File: config.mk
export PLATFORM = sky130hd
export DESIGN_NAME = screen_sequencer_flat
export DESIGN_NICKNAME = d
export VERILOG_FILES = /design/src/rtl/screen_sequencer_if.sv /design/src/rtl/screen_sequencer.sv /design/src/flat_wrapper.sv
export SDC_FILE = /design/constraint.sdc
export NUM_CORES = 1
export LEC_CHECK = 0
export BUFFER_PORTS_ARGS = -buffer_cell sky130_fd_sc_hd__buf_2
export CAP_MARGIN = 30
export CORE_MARGIN = 3
export CORE_UTILIZATION = 40
export CTS_BUF_LIST = sky130_fd_sc_hd__clkbuf_8
export CTS_CLUSTER_DIAMETER = 50
export DETAILED_ROUTE_END_ITERATION = 8
export HOLD_SLACK_MARGIN = 0.03
export PLACE_DENSITY = 0.66
export SKIP_LAST_GASP = 1
export SYNTH_ARGS = -nofsm -noshare
export SYNTH_HDL_FRONTEND = slang
export SYNTH_SLANG_ARGS = --single-unit
export TNS_END_PERCENT = 50
File: constraint.sdc
create_clock -name clk -period 3.3 [get_ports clk]
set_input_delay 0.33 -clock clk [delete_from_list [all_inputs] [get_ports clk]]
set_output_delay 0.33 -clock clk [all_outputs]
set_load 0.1 [all_outputs]
File: src/rtl/screen_sequencer_if.sv
// Bus between the game controls and the screen sequencer.
// master drives sw/btnR/btnL/volume and reads the screen outputs; slave is the sequencer.
interface screen_sequencer_if;
    logic       sw;
    logic       btnR;
    logic       btnL;
    logic [4:0] volume;
    logic [3:0] screen_idx;
    logic       active;
    logic       screen_changed;

    modport master (
        output sw, btnR, btnL, volume,
        input  screen_idx, active, screen_changed
    );

    modport slave (
        input  sw, btnR, btnL, volume,
        output screen_idx, active, screen_changed
    );
endinterface

File: src/rtl/screen_sequencer.sv
// Steps through game screens on button presses, shouts into the mic or idle timeout.
// Ports: clk, reset (sync, active high), bus (slave): sw/btnR/btnL/volume in,
// screen_idx/active/screen_changed out (all outputs registered).
module screen_sequencer #(
    parameter int NUM_SCREENS     = 13,
    parameter int DEBOUNCE_CYCLES = 16,
    parameter int TIMEOUT_CYCLES  = 1000,
    parameter int VOL_THRESH      = 12
) (
    input logic               clk,
    input logic               reset,
    screen_sequencer_if.slave bus
);

    localparam int DW = (DEBOUNCE_CYCLES > 1) ? $clog2(DEBOUNCE_CYCLES) : 1;
    localparam logic [DW-1:0] DLAST = DW'(DEBOUNCE_CYCLES - 1);

    localparam int TW = (TIMEOUT_CYCLES > 1) ? $clog2(TIMEOUT_CYCLES) : 1;
    localparam logic [TW-1:0] TLAST =
        (TIMEOUT_CYCLES > 0) ? TW'(TIMEOUT_CYCLES - 1) : '0;

    typedef enum logic {
        IDLE,
        SHOW
    } state_t;

    // bit 0 = right button, bit 1 = left button
    logic [1:0]         raw;
    logic [1:0]         filt;
    logic [1:0]         filt_d;
    logic [1:0]         press;
    logic [1:0][DW-1:0] dcnt;

    logic vol_hi;
    logic vol_hi_d;
    logic shout;

    state_t        state;
    state_t        state_nx;
    logic [3:0]    idx;
    logic [3:0]    idx_nx;
    logic [3:0]    idx_inc;
    logic [3:0]    idx_dec;
    logic          active;
    logic          changed;
    logic [TW-1:0] tcnt;
    logic [TW-1:0] tcnt_nx;
    logic          tmo;

    assign raw    = {bus.btnL, bus.btnR};
    assign vol_hi = bus.volume >= 5'(VOL_THRESH);

    // Debounce: the counter tracks how long raw has disagreed with the
    // filtered level; the flip lands on the DEBOUNCE_CYCLES-th disagreement.
    always_ff @(posedge clk) begin
        if (reset) begin
            filt     <= '0;
            filt_d   <= '0;
            press    <= '0;
            dcnt     <= '0;
            vol_hi_d <= 1'b0;
            shout    <= 1'b0;
        end else begin
            filt_d   <= filt;
            press    <= filt & ~filt_d;
            vol_hi_d <= vol_hi;
            shout    <= vol_hi & ~vol_hi_d;
            for (int i = 0; i < 2; i++) begin
                if (raw[i] == filt[i]) begin
                    dcnt[i] <= '0;
                end else if (dcnt[i] == DLAST) begin
                    filt[i] <= raw[i];
                    dcnt[i] <= '0;
                end else begin
                    dcnt[i] <= dcnt[i] + 1'b1;
                end
            end
        end
    end

    assign idx_inc = (idx == 4'(NUM_SCREENS)) ? 4'd1 : idx + 4'd1;
    assign idx_dec = (idx == 4'd1) ? 4'(NUM_SCREENS) : idx - 4'd1;

    always_comb begin
        state_nx = state;
        idx_nx   = idx;
        tmo      = (TIMEOUT_CYCLES > 0) && (tcnt == TLAST);
        unique case (state)
            IDLE: begin
                if (bus.sw) begin
                    state_nx = SHOW;
                    idx_nx   = 4'd1;
                end
            end
            SHOW: begin
                if (!bus.sw) begin
                    state_nx = IDLE;
                    idx_nx   = 4'd0;
                end else if (press[0] && press[1]) begin
                    idx_nx = idx;
                end else if (press[0]) begin
                    idx_nx = idx_inc;
                end else if (press[1]) begin
                    idx_nx = idx_dec;
                end else if (shout || tmo) begin
                    idx_nx = idx_inc;
                end
            end
        endcase

        // A two-button cancel can block a due timeout; hold the count at
        // its last value so the timeout fires on the next free cycle.
        if (TIMEOUT_CYCLES == 0 || state_nx != SHOW || idx_nx != idx) begin
            tcnt_nx = '0;
        end else if (tcnt == TLAST) begin
            tcnt_nx = tcnt;
        end else begin
            tcnt_nx = tcnt + 1'b1;
        end
    end

    always_ff @(posedge clk) begin
        if (reset) begin
            state   <= IDLE;
            idx     <= '0;
            active  <= 1'b0;
            changed <= 1'b0;
            tcnt    <= '0;
        end else begin
            state   <= state_nx;
            idx     <= idx_nx;
            active  <= idx_nx != 4'd0;
            changed <= idx_nx != idx;
            tcnt    <= tcnt_nx;
        end
    end

    assign bus.screen_idx     = idx;
    assign bus.active         = active;
    assign bus.screen_changed = changed;

endmodule

File: src/flat_wrapper.sv
// flat-port wrapper written by rule: the top's interface ports become plain ports
module screen_sequencer_flat 
#(
    parameter int NUM_SCREENS     = 13,
    parameter int DEBOUNCE_CYCLES = 16,
    parameter int TIMEOUT_CYCLES  = 1000,
    parameter int VOL_THRESH      = 12
)
  (clk, reset, bus_sw, bus_btnR, bus_btnL, bus_volume, bus_screen_idx, bus_active, bus_screen_changed);
  screen_sequencer_if bus_i ();
  input logic clk;
  input logic reset;
  input wire logic [$bits(bus_i.sw)-1:0] bus_sw;
  input wire logic [$bits(bus_i.btnR)-1:0] bus_btnR;
  input wire logic [$bits(bus_i.btnL)-1:0] bus_btnL;
  input wire logic [$bits(bus_i.volume)-1:0] bus_volume;
  output wire logic [$bits(bus_i.screen_idx)-1:0] bus_screen_idx;
  output wire logic [$bits(bus_i.active)-1:0] bus_active;
  output wire logic [$bits(bus_i.screen_changed)-1:0] bus_screen_changed;
  assign bus_i.sw = bus_sw;
  assign bus_i.btnR = bus_btnR;
  assign bus_i.btnL = bus_btnL;
  assign bus_i.volume = bus_volume;
  assign bus_screen_idx = bus_i.screen_idx;
  assign bus_active = bus_i.active;
  assign bus_screen_changed = bus_i.screen_changed;
  screen_sequencer #(.NUM_SCREENS(NUM_SCREENS), .DEBOUNCE_CYCLES(DEBOUNCE_CYCLES), .TIMEOUT_CYCLES(TIMEOUT_CYCLES), .VOL_THRESH(VOL_THRESH)) u_core (.clk(clk), .reset(reset), .bus(bus_i));
endmodule
### Word level (Yosys, flattened, before mapping)

Cells that the tools add are included.

* word-level logic and storage cells: 54
* output and inout bits: 6
* register bits after elaboration: 33

* bitwise gates (word level): 8
* equality and inequality tests: 8
* order comparisons: 1
* reductions and logical operators: 9
* multiplexer cells: 10
* add/subtract/negate cells: 5

Operators with widths (number)
* 4-bit two-way mux: 8
* 4-bit by 1-bit adder with 4-bit output (second input constant): 3
* 4-bit equality test (second input constant): 3
* 10-bit by 1-bit adder with 10-bit output (second input constant): 1
* 10-bit equality test (second input constant): 1
* 4-bit case mux with 2 select lines: 1
* 3-bit OR reduction: 2
* 5-bit by 4-bit >= comparator with 1-bit output (second input constant): 1
* 1-bit inverter: 5
* 4-bit by 1-bit equality test with 1-bit output (second input constant): 1
* 4-bit != test: 1
* 2-bit AND reduction: 2
* 4-bit nonzero test: 1
* 4-bit by 1-bit subtractor with 4-bit output (second input constant): 1
* 2-bit bitwise AND: 1
* 1-bit equality test: 2
* 1-bit logical OR: 2
* 2-bit inverter: 1
* 2-bit OR reduction: 1
* 1-bit bitwise AND: 1
* 1-bit logical AND: 1
* 1-bit two-way mux: 1

### Depth between registers and ports, before layout

Gate-level depths: netlist of run 1.

* depth in word-level cells: 11
* depth in mapped cells: 11
* depth with buffers taken out: 9

### Worst setup path after synthesis of run 1

OpenSTA, ideal clock, no wires.

* kind: reg2reg
* start: register u_core.idx[1], in the netlist u_core.bus.screen_idx[1]
* end: register u_core.tcnt[3]
* clock period less this slack: 3.007 ns
* arrival time: 2.891 ns
* stages on the path, launching flop included: 11
* slack: 0.293 ns
* path through: dfxtp_1 -> buf_2 -> inv_1 -> ha_1 -> a311o_1 -> o2111ai_1 -> mux2i_1 -> a211oi_2 -> and4_1 -> buf_4 -> and3_1

* longest elaborated chain between the ends: 11

RTL lines
* from (decl): line screen_sequencer.sv:40 `logic [3:0] idx;`
* from (signal assigned): line screen_sequencer.sv:131 `idx <= idx_nx;`
* 4-bit by 1-bit adder with 4-bit output / 4-bit equality test (equally long branches): line screen_sequencer.sv:81 `assign idx_inc = (idx == 4'(NUM_SCREENS)) ? 4'd1 : idx + 4'd1;`
* 4-bit two-way mux: line screen_sequencer.sv:81
* 4-bit two-way mux: line screen_sequencer.sv:105 `end else if (shout || tmo) begin`
* 4-bit two-way mux: line screen_sequencer.sv:103 `end else if (press[1]) begin`
* 4-bit two-way mux: line screen_sequencer.sv:101 `end else if (press[0]) begin`
* 4-bit two-way mux: line screen_sequencer.sv:99 `end else if (press[0] && press[1]) begin`
* 4-bit two-way mux: line screen_sequencer.sv:96 `if (!bus.sw) begin`
* 4-bit case mux with 2 select lines: line screen_sequencer.sv:88 `unique case (state)`
* 4-bit != test (*): line screen_sequencer.sv:113 `if (TIMEOUT_CYCLES == 0 || state_nx != SHOW || idx_nx != idx) begin`
* 1-bit logical OR (*): line screen_sequencer.sv:113
* 2-bit OR reduction (no line) (*)
* to (signal assigned): line screen_sequencer.sv:134 `tcnt <= tcnt_nx;`
* to (decl): line screen_sequencer.sv:46 `logic [TW-1:0] tcnt;`

Every way passes the cells marked *; elsewhere a longest branch is shown, timed or not.
A chain may end at the register's enable or synchronous reset.

### Worst setup path after layout of run 1

* start: register u_core.idx[0], in the netlist u_core.bus.screen_idx[0]
* end: register u_core.tcnt[1]

The elaborated chain is that of the path after synthesis.

==> results.md, run 1 <==
- Outcome: completed
- Routed via count: 1486
- Largest net degree at the start of global routing: 18
- Grt total ovfl: 0
- IO Count: 16
- Req. time, crit path: 3.52 ns
- Most common cell after layout, fill and taps aside: dfxtp_1
- Syn nets: 226
- Diodes inserted: 0
- Final period util: 0.7820
- Post-route cell area: 1951 um2
- Drt total wl: 3405 um
- DP Worst Slack: 0.7597 ns
- Pleak: 0.8071 nW
- Gpl congestion: 0.9814
- Power per cell area: 419.2 nW/um2
- Avg Cell Area, Syn: 8.514 um2
- Die Y: 72.86 um
- Post-cts repair resize count: 0
- Final WS setup: 0.7194 ns
- Worst-Skew Late Latency: 0.28 ns
- WS Path Type: flip-flop to flip-flop
- DR WL/cell: 12.61 um
- Maximum root-to-sink buffer count: 2
- R2R Path Start: u_core.bus.screen_idx[0]
- Post-route ant nets: 0
- Unrepaired setup endpoints after global routing: no
- Fin Hold WS: 0.2700 ns
- Area of the mapped netlist: 1788 um2
- Setup-failing EPs final: 0
- Count of cell types in the netlist: 50
- Drt drc: 0
- CTS tree: done
- DR pass1 iterations: 6
- Overall Power: 817.6 uW
- Placed Area: 1861 um2
- Min-delay src: bus_volume[4]
- Final Non-Filler Cells: 270
- Fin crit period: 2.581 ns
- Max-slew violation count: 0
- Port-buffer cells: 13
- Iter 0 DRT Violations: 113
- Placed cell count: 263
- Number of flops mapped to enable cells by yosys: 0
- Die W: 72.86 um
- Hold Crit Class: primary input to flip-flop
- Crit path capture type: flip-flop
- Startpoint class of the critical path: flip-flop
- Fmax: 387.5 MHz
- Vias in the first global route: 1245
- Ys flop type: dfxtp_1
- Initial Util: 0.4315
- Mapped Cells: 210
- FFs w/ async S/R, synth: 0
- Total CTS buffers: 5
- Standard-cell rows: 23
- Clock Sink Count: 33
- YS warnings: 0
- Highest-count cells in the layout ignoring fill and taps: dfxtp_1, nor2_1, nand2_1
- Hpwl dp: 2493 um
- Post-CTS Repair Setup Buffers: 0
- Core Area: 4144 um2
- H-tree depth: 2
- Clk slew on worst S/H paths: 0.07 ns
- CP max FO: 13
- # hold bufs at CTS: 0
- Crit path DAT: 2.80 ns
- Final layout net count: 236
- Final Core Density: 0.4707
- Peak supply drop: 0.3127 mV
- Final Skew: 0.005695 ns
- Worst Tran Pin Value: 0.5364 ns
- Total track usage: 0.1436
- Worst setup path start: u_core.bus.screen_idx[0]
- First-pass GRT wire length: 5899 um
- Rel. slew slack: 0.6419
- P&R area growth vs syn: 9.097%
- CTS root buf: clkbuf_8
- Register area share after synthesis: 0.3695
- Final Hold Violating Endpoints: 0
- Die ar.: 5308 um2
- # fillers: 440
- Initial antenna violation count: 0
- Max-cap violations: 0
- Seq cells post-synth: 33
- Share of cells above drive strength 1: 0.1318
- Final TNS setup: 0 ns
- Routed vias/inst: 5.504
-- flip-flops by register name, summed over array words and instances, names as in the netlist --
register                   flops
u_core.bus.active              1
u_core.bus.screen_changed      1
u_core.bus.screen_idx          4
u_core.dcnt                    8
u_core.filt                    2
u_core.filt_d                  2
u_core.press                   2
u_core.shout                   1
u_core.state                   1
u_core.tcnt                   10
u_core.vol_hi_d                1
-- power breakdown --
| part | total, mW | leakage (nW) | internal, mW | switching, mW |
|---|---|---|---|---|
| registers | 0.418 | 0.268 | 0.408 | 0.0106 |
| logic | 0.0957 | 0.496 | 0.0319 | 0.0638 |
| clock network | 0.303 | 0.0433 | 0.165 | 0.139 |
| total | 0.818 | 0.807 | 0.604 | 0.213 |
-- layout make-up --
type                    instances  area (um2)  share of cell area
multi-input cells             155        1023              0.5247
flip-flops and latches         33       660.6              0.3387
clock buffers                   6       82.58             0.04233
repair buffers                 14       72.57             0.03720
well taps                      50       62.56             0.03207
inverters                      11       41.29             0.02117
clock inverters                 1       7.507            0.003849
-- metal layers --
| metal | part of all wire | global-route usage | up-vias |
|---|---|---|---|
| li1 | - | - | 761 |
| met1 | 0.49 | 0.2051 | 685 |
| met2 | 0.43 | 0.1934 | 33 |
| met3 | 0.060 | 0.04132 | 7 |
| met4 | 0.023 | 0.07377 | 0 |
| met5 | 0 | 0 | - |
-- path summary, 6_finish.rpt --
path,endpoint,slack [ns],cells after the start
worst max-delay path,u_core.tcnt[1],0.72,9
worst min-delay path,u_core.vol_hi_d,0.27,3
worst max register to register,u_core.tcnt[1],0.72,9
worst min register to register,u_core.press[1],0.38,1
-- Yosys cell counts, types with 2 or more instances --
| library cell | number | share of area |
|---|---|---|
| dfxtp_1 | 33 | 0.37 |
| and4_1 | 2 | 0.0098 |
| nand2_1 | 16 | 0.034 |
| xor2_1 | 4 | 0.020 |
| inv_1 | 11 | 0.023 |
| o211ai_1 | 2 | 0.0084 |
| and2_1 | 8 | 0.028 |
| a311o_1 | 2 | 0.011 |
| nand3_1 | 13 | 0.036 |
| buf_4 | 2 | 0.0084 |
| xnor2_1 | 10 | 0.049 |
| ha_1 | 6 | 0.042 |
| nand2b_1 | 3 | 0.010 |
| a31oi_1 | 4 | 0.014 |
| a21boi_2 | 2 | 0.013 |
| or3_1 | 3 | 0.010 |
| a21oi_1 | 8 | 0.022 |
| or2_2 | 2 | 0.0070 |
| nor2_1 | 21 | 0.044 |
| buf_2 | 5 | 0.014 |
| nor3_1 | 2 | 0.0056 |
| clkbuf_1 | 3 | 0.0063 |
| mux2i_1 | 3 | 0.017 |
| o21ai_0 | 5 | 0.014 |
| and2b_1 | 2 | 0.0084 |
| and3_1 | 8 | 0.028 |
| nor2b_1 | 7 | 0.024 |
-- worst max-delay path: stages, from the launching register on --
cell	delay [ns]
dfxtp_1	0.57
inv_1	0.18
ha_1	0.37
nand2b_1	0.09
a22o_1	0.14
nand2_1	0.06
a222oi_1	0.31
a2bb2oi_2	0.22
and4_1	0.38
a21boi_2	0.19
-- kinds of logic (layout without fill, tap and decap cells) --
logic type / count (synthesis) / count (layout) / synth area share
compound gates: 41 / 41 / 0.1771
flops: 33 / 33 / 0.3695
xor+xnor: 14 / 14 / 0.06858
mux: 4 / 4 / 0.02309
fa+ha+maj: 6 / 6 / 0.04199
buf+inv: 22 / 32 / 0.05808
simple gates: 90 / 90 / 0.2617
No activity file was read; power rests on OpenSTA's default activity.
==> run 2: changes to the inputs <==
PLACE_DENSITY = 0.69   (was 0.66)
clock period = 2.27 ns   (was 3.3 ns; I/O delays follow)
==> run 2 against run 1 <==
Net effect:
- worst setup slack worse by 0.59 ns
- utilization up 4.2 points
- final cell count up 4.4%
==> results.md, run 2 (synthesized netlist as in run 1, its figures left out) <==
- Outcome: completed
- Rel. slew slack: 0.6772 (+0.03528)
- Switching Fraction: 0.2409 (-0.02000)
- First-pass GRT wire length: 6051 um (+2.6%)
- Req. time, crit path: 2.48 ns (-1.04 ns)
- Pleak: 0.8942 nW (+11%)
- Total CTS buffers: 5 (unchanged)
- Hold depth: 3 (unchanged)
- Die W: 72.86 um (unchanged)
- Hold Crit Class: primary input to flip-flop
- Post-route ant nets: 0 (unchanged)
- Drt total wl: 3525 um (+3.5%)
- Final TNS setup: 0 ns (unchanged)
- Share of cells above drive strength 1: 0.2198 (+0.08801)
- Gr busiest metal: met2
- Setup-failing EPs final: 0 (unchanged)
- Worst Tran Pin Value: 0.4875 ns (-0.04883 ns)
- R2r worst-path depth: 9 (unchanged)
- NetSw: 318.7 uW (+49%)
- Power per cell area: 623.0 nW/um2 (+49%)
- Routed via count: 1529 (+2.9%)
- Max-cap violations: 0 (unchanged)
- Maximum root-to-sink buffer count: 2 (unchanged)
- Grt total ovfl: 0 (unchanged)
- Fmax: 468.1 MHz (+21%)
- Worst path top cell family by delay: compound AO/OA/AOI/OAI gates
- Total track usage: 0.1446 (+0.0009822)
- Final WS setup: 0.1338 ns (-0.5855 ns)
- Startpoint class of the critical path: flip-flop
- IO Count: 16 (unchanged)
- Clk slew on worst S/H paths: 0.07 ns (about the same)
- Crit-path cells: ha_1 > and2b_1 > a21oi_1 > a21boi_2 > a221o_1 > a2bb2oi_2 > and4_1 > buf_4 > a21boi_2
- Standard-cell rows: 23 (unchanged)
- Seq pwr share: 0.456 (-0.056)
- Final Hold Violating Endpoints: 0 (unchanged)
- Fin crit period: 2.136 ns (-0.4445 ns)
- CP max FO: 10 (-3)
- DP Worst Slack: 0.1383 ns (-0.6214 ns)
- Routed vias/inst: 5.422 (-1.5%)
- Largest net degree at the start of global routing: 18 (unchanged)
- Final Skew: 0.008622 ns (+0.002927 ns)
- Final layout net count: 247 (+4.7%)
- Met3 Usage GRT: 0.04132 (unchanged)
- Initial antenna violation count: 0 (unchanged)
- P_int: 1.004 mW (+66%)
- Peak supply drop: 0.3485 mV (+11%)
- Port-buffer cells: 13 (unchanged)
- H-tree depth: 2 (unchanged)
- Worst-Skew Late Latency: 0.28 ns (about the same)
- Clock power frac: 0.422 (+0.051)
- Gpl congestion: 0.9264 (-5.6%)
- Max stage delay cell, worst path: dfxtp_4
- Vias in the first global route: 1348 (+8.3%)
- Core Area: 4144 um2 (unchanged)
- Diodes inserted: 0 (unchanged)
- Clock Sink Count: 33 (unchanged)
- Crit path DAT: 2.35 ns (-0.45 ns)
- Hpwl dp: 2609 um (+4.6%)
- Largest Register: u_core.tcnt
- Largest register FFs: 10 (unchanged)
- Die Y: 72.86 um (unchanged)
- Die ar.: 5308 um2 (unchanged)
- Final period util: 0.9410 (+0.1590)
- WS Path Type: flip-flop to flip-flop
- DR WL/cell: 12.50 um (-0.88%)
- CP most frequent cell: a21boi_2
- CP Buf/Inv Count: 1 (unchanged)
- Crit path capture type: flip-flop
- DR pass1 iterations: 4 (-2)
- CTS root buf: clkbuf_8
- Most common cell after layout, fill and taps aside: dfxtp_1
- Highest-count cells in the layout ignoring fill and taps: dfxtp_1, nor2_1, nand2_1
- Worst path max stage delay: 0.39 ns (-0.18 ns)
- Iter 0 DRT Violations: 148 (+31%)
- P&R area growth vs syn: 18.75%
- CTS tree: done
- Max-slew violation count: 0 (unchanged)
- Combinational power share: 0.122 (+0.005)
- Drt drc: 0 (unchanged)
- Initial Util: 0.4315 (unchanged)
- GR Layer Usage met1: 0.2039 (-0.001172)
- Routing usage on met2: 0.2084 (+0.01503)
- Unrepaired setup endpoints after global routing: no
- Critical path depth in cells: 9 (unchanged)
run 2: cell types whose count changed in the layout (fill, tap and decap cells not counted), moves of 2 or more:
cell     change
dfxtp_1      -5
dfxtp_4      +3
ha_1         -2
ha_4         +2
buf_4       +11
dfxtp_2      +2
run 2: repair_timing:
| item | in CTS | in global routing |
|---|---|---|
| setup buffers | 0 | 0 |
| setup endpoints to repair | 0 | 10 |
| hold buffers | 0 | 0 |
| resized for setup | 0 | 2 |
run 2: cell type report:
type                            count  area (um2)
Sequential cell                    33       674.4
Inverter                           11       41.29
Timing Repair Buffer               25       155.1
Multi-Input combinational cell    155        1074
Clock inverter                      2       33.78
Clock buffer                        6       82.58
Tap cell                           50       62.56
Fill cell                         390        2021
run 2: metal layers:
| metal | wire (um) | part of all wire |
|---|---|---|
| met1 | 1718 | 0.49 |
| met3 | 249 | 0.071 |
| met5 | 0 | 0 |
| met4 | 46 | 0.013 |
| met2 | 1511 | 0.43 |
run 2: worst register-to-register path, cell delays in order, from the launching register on:
cell and delay [ns]:
dfxtp_4 0.39, ha_1 0.23, and2b_1 0.21, a21oi_1 0.08
a21boi_2 0.16, a221o_1 0.33, a2bb2oi_2 0.19, and4_1 0.20
buf_4 0.15, a21boi_2 0.15
run 2: path summary, 6_finish.rpt:
| kind | start | to | slack, ns |
|---|---|---|---|
| worst max-delay path | u_core.bus.screen_idx[0] | u_core.tcnt[1] | 0.13 |
| worst min-delay path | bus_volume[4] | u_core.vol_hi_d | 0.18 |
| worst max register to register | u_core.bus.screen_idx[0] | u_core.tcnt[1] | 0.13 |
| worst min register to register | u_core.filt_d[1] | u_core.press[1] | 0.37 |
run 2: power groups by stage:
stage | logic, mW | registers (mW) | clock network (mW)
after floorplan | 0.0904 | 0.650 | 0
after global placement | 0.161 | 0.616 | 0
after detailed placement | 0.160 | 0.616 | 0
after CTS | 0.161 | 0.603 | 0.576
after global routing | 0.178 | 0.605 | 0.603
final | 0.161 | 0.604 | 0.558
run 2: stage by stage:
step | power (mW) | cells | area [um2] | hold WS, ns | util
global placement | 0.7768 | 274 | 2006 | 0.3709 | 0.4840
detailed placement | 0.7764 | 274 | 2006 | 0.3748 | 0.4840
finish | 1.323 | 282 | 2123 | 0.1760 | 0.5124
global route | 1.386 | 282 | 2123 | 0.2018 | 0.5124
floorplan | 0.7407 | 210 | 1861 | 0.3014 | -
CTS | 1.341 | 282 | 2122 | 0.1623 | 0.5121
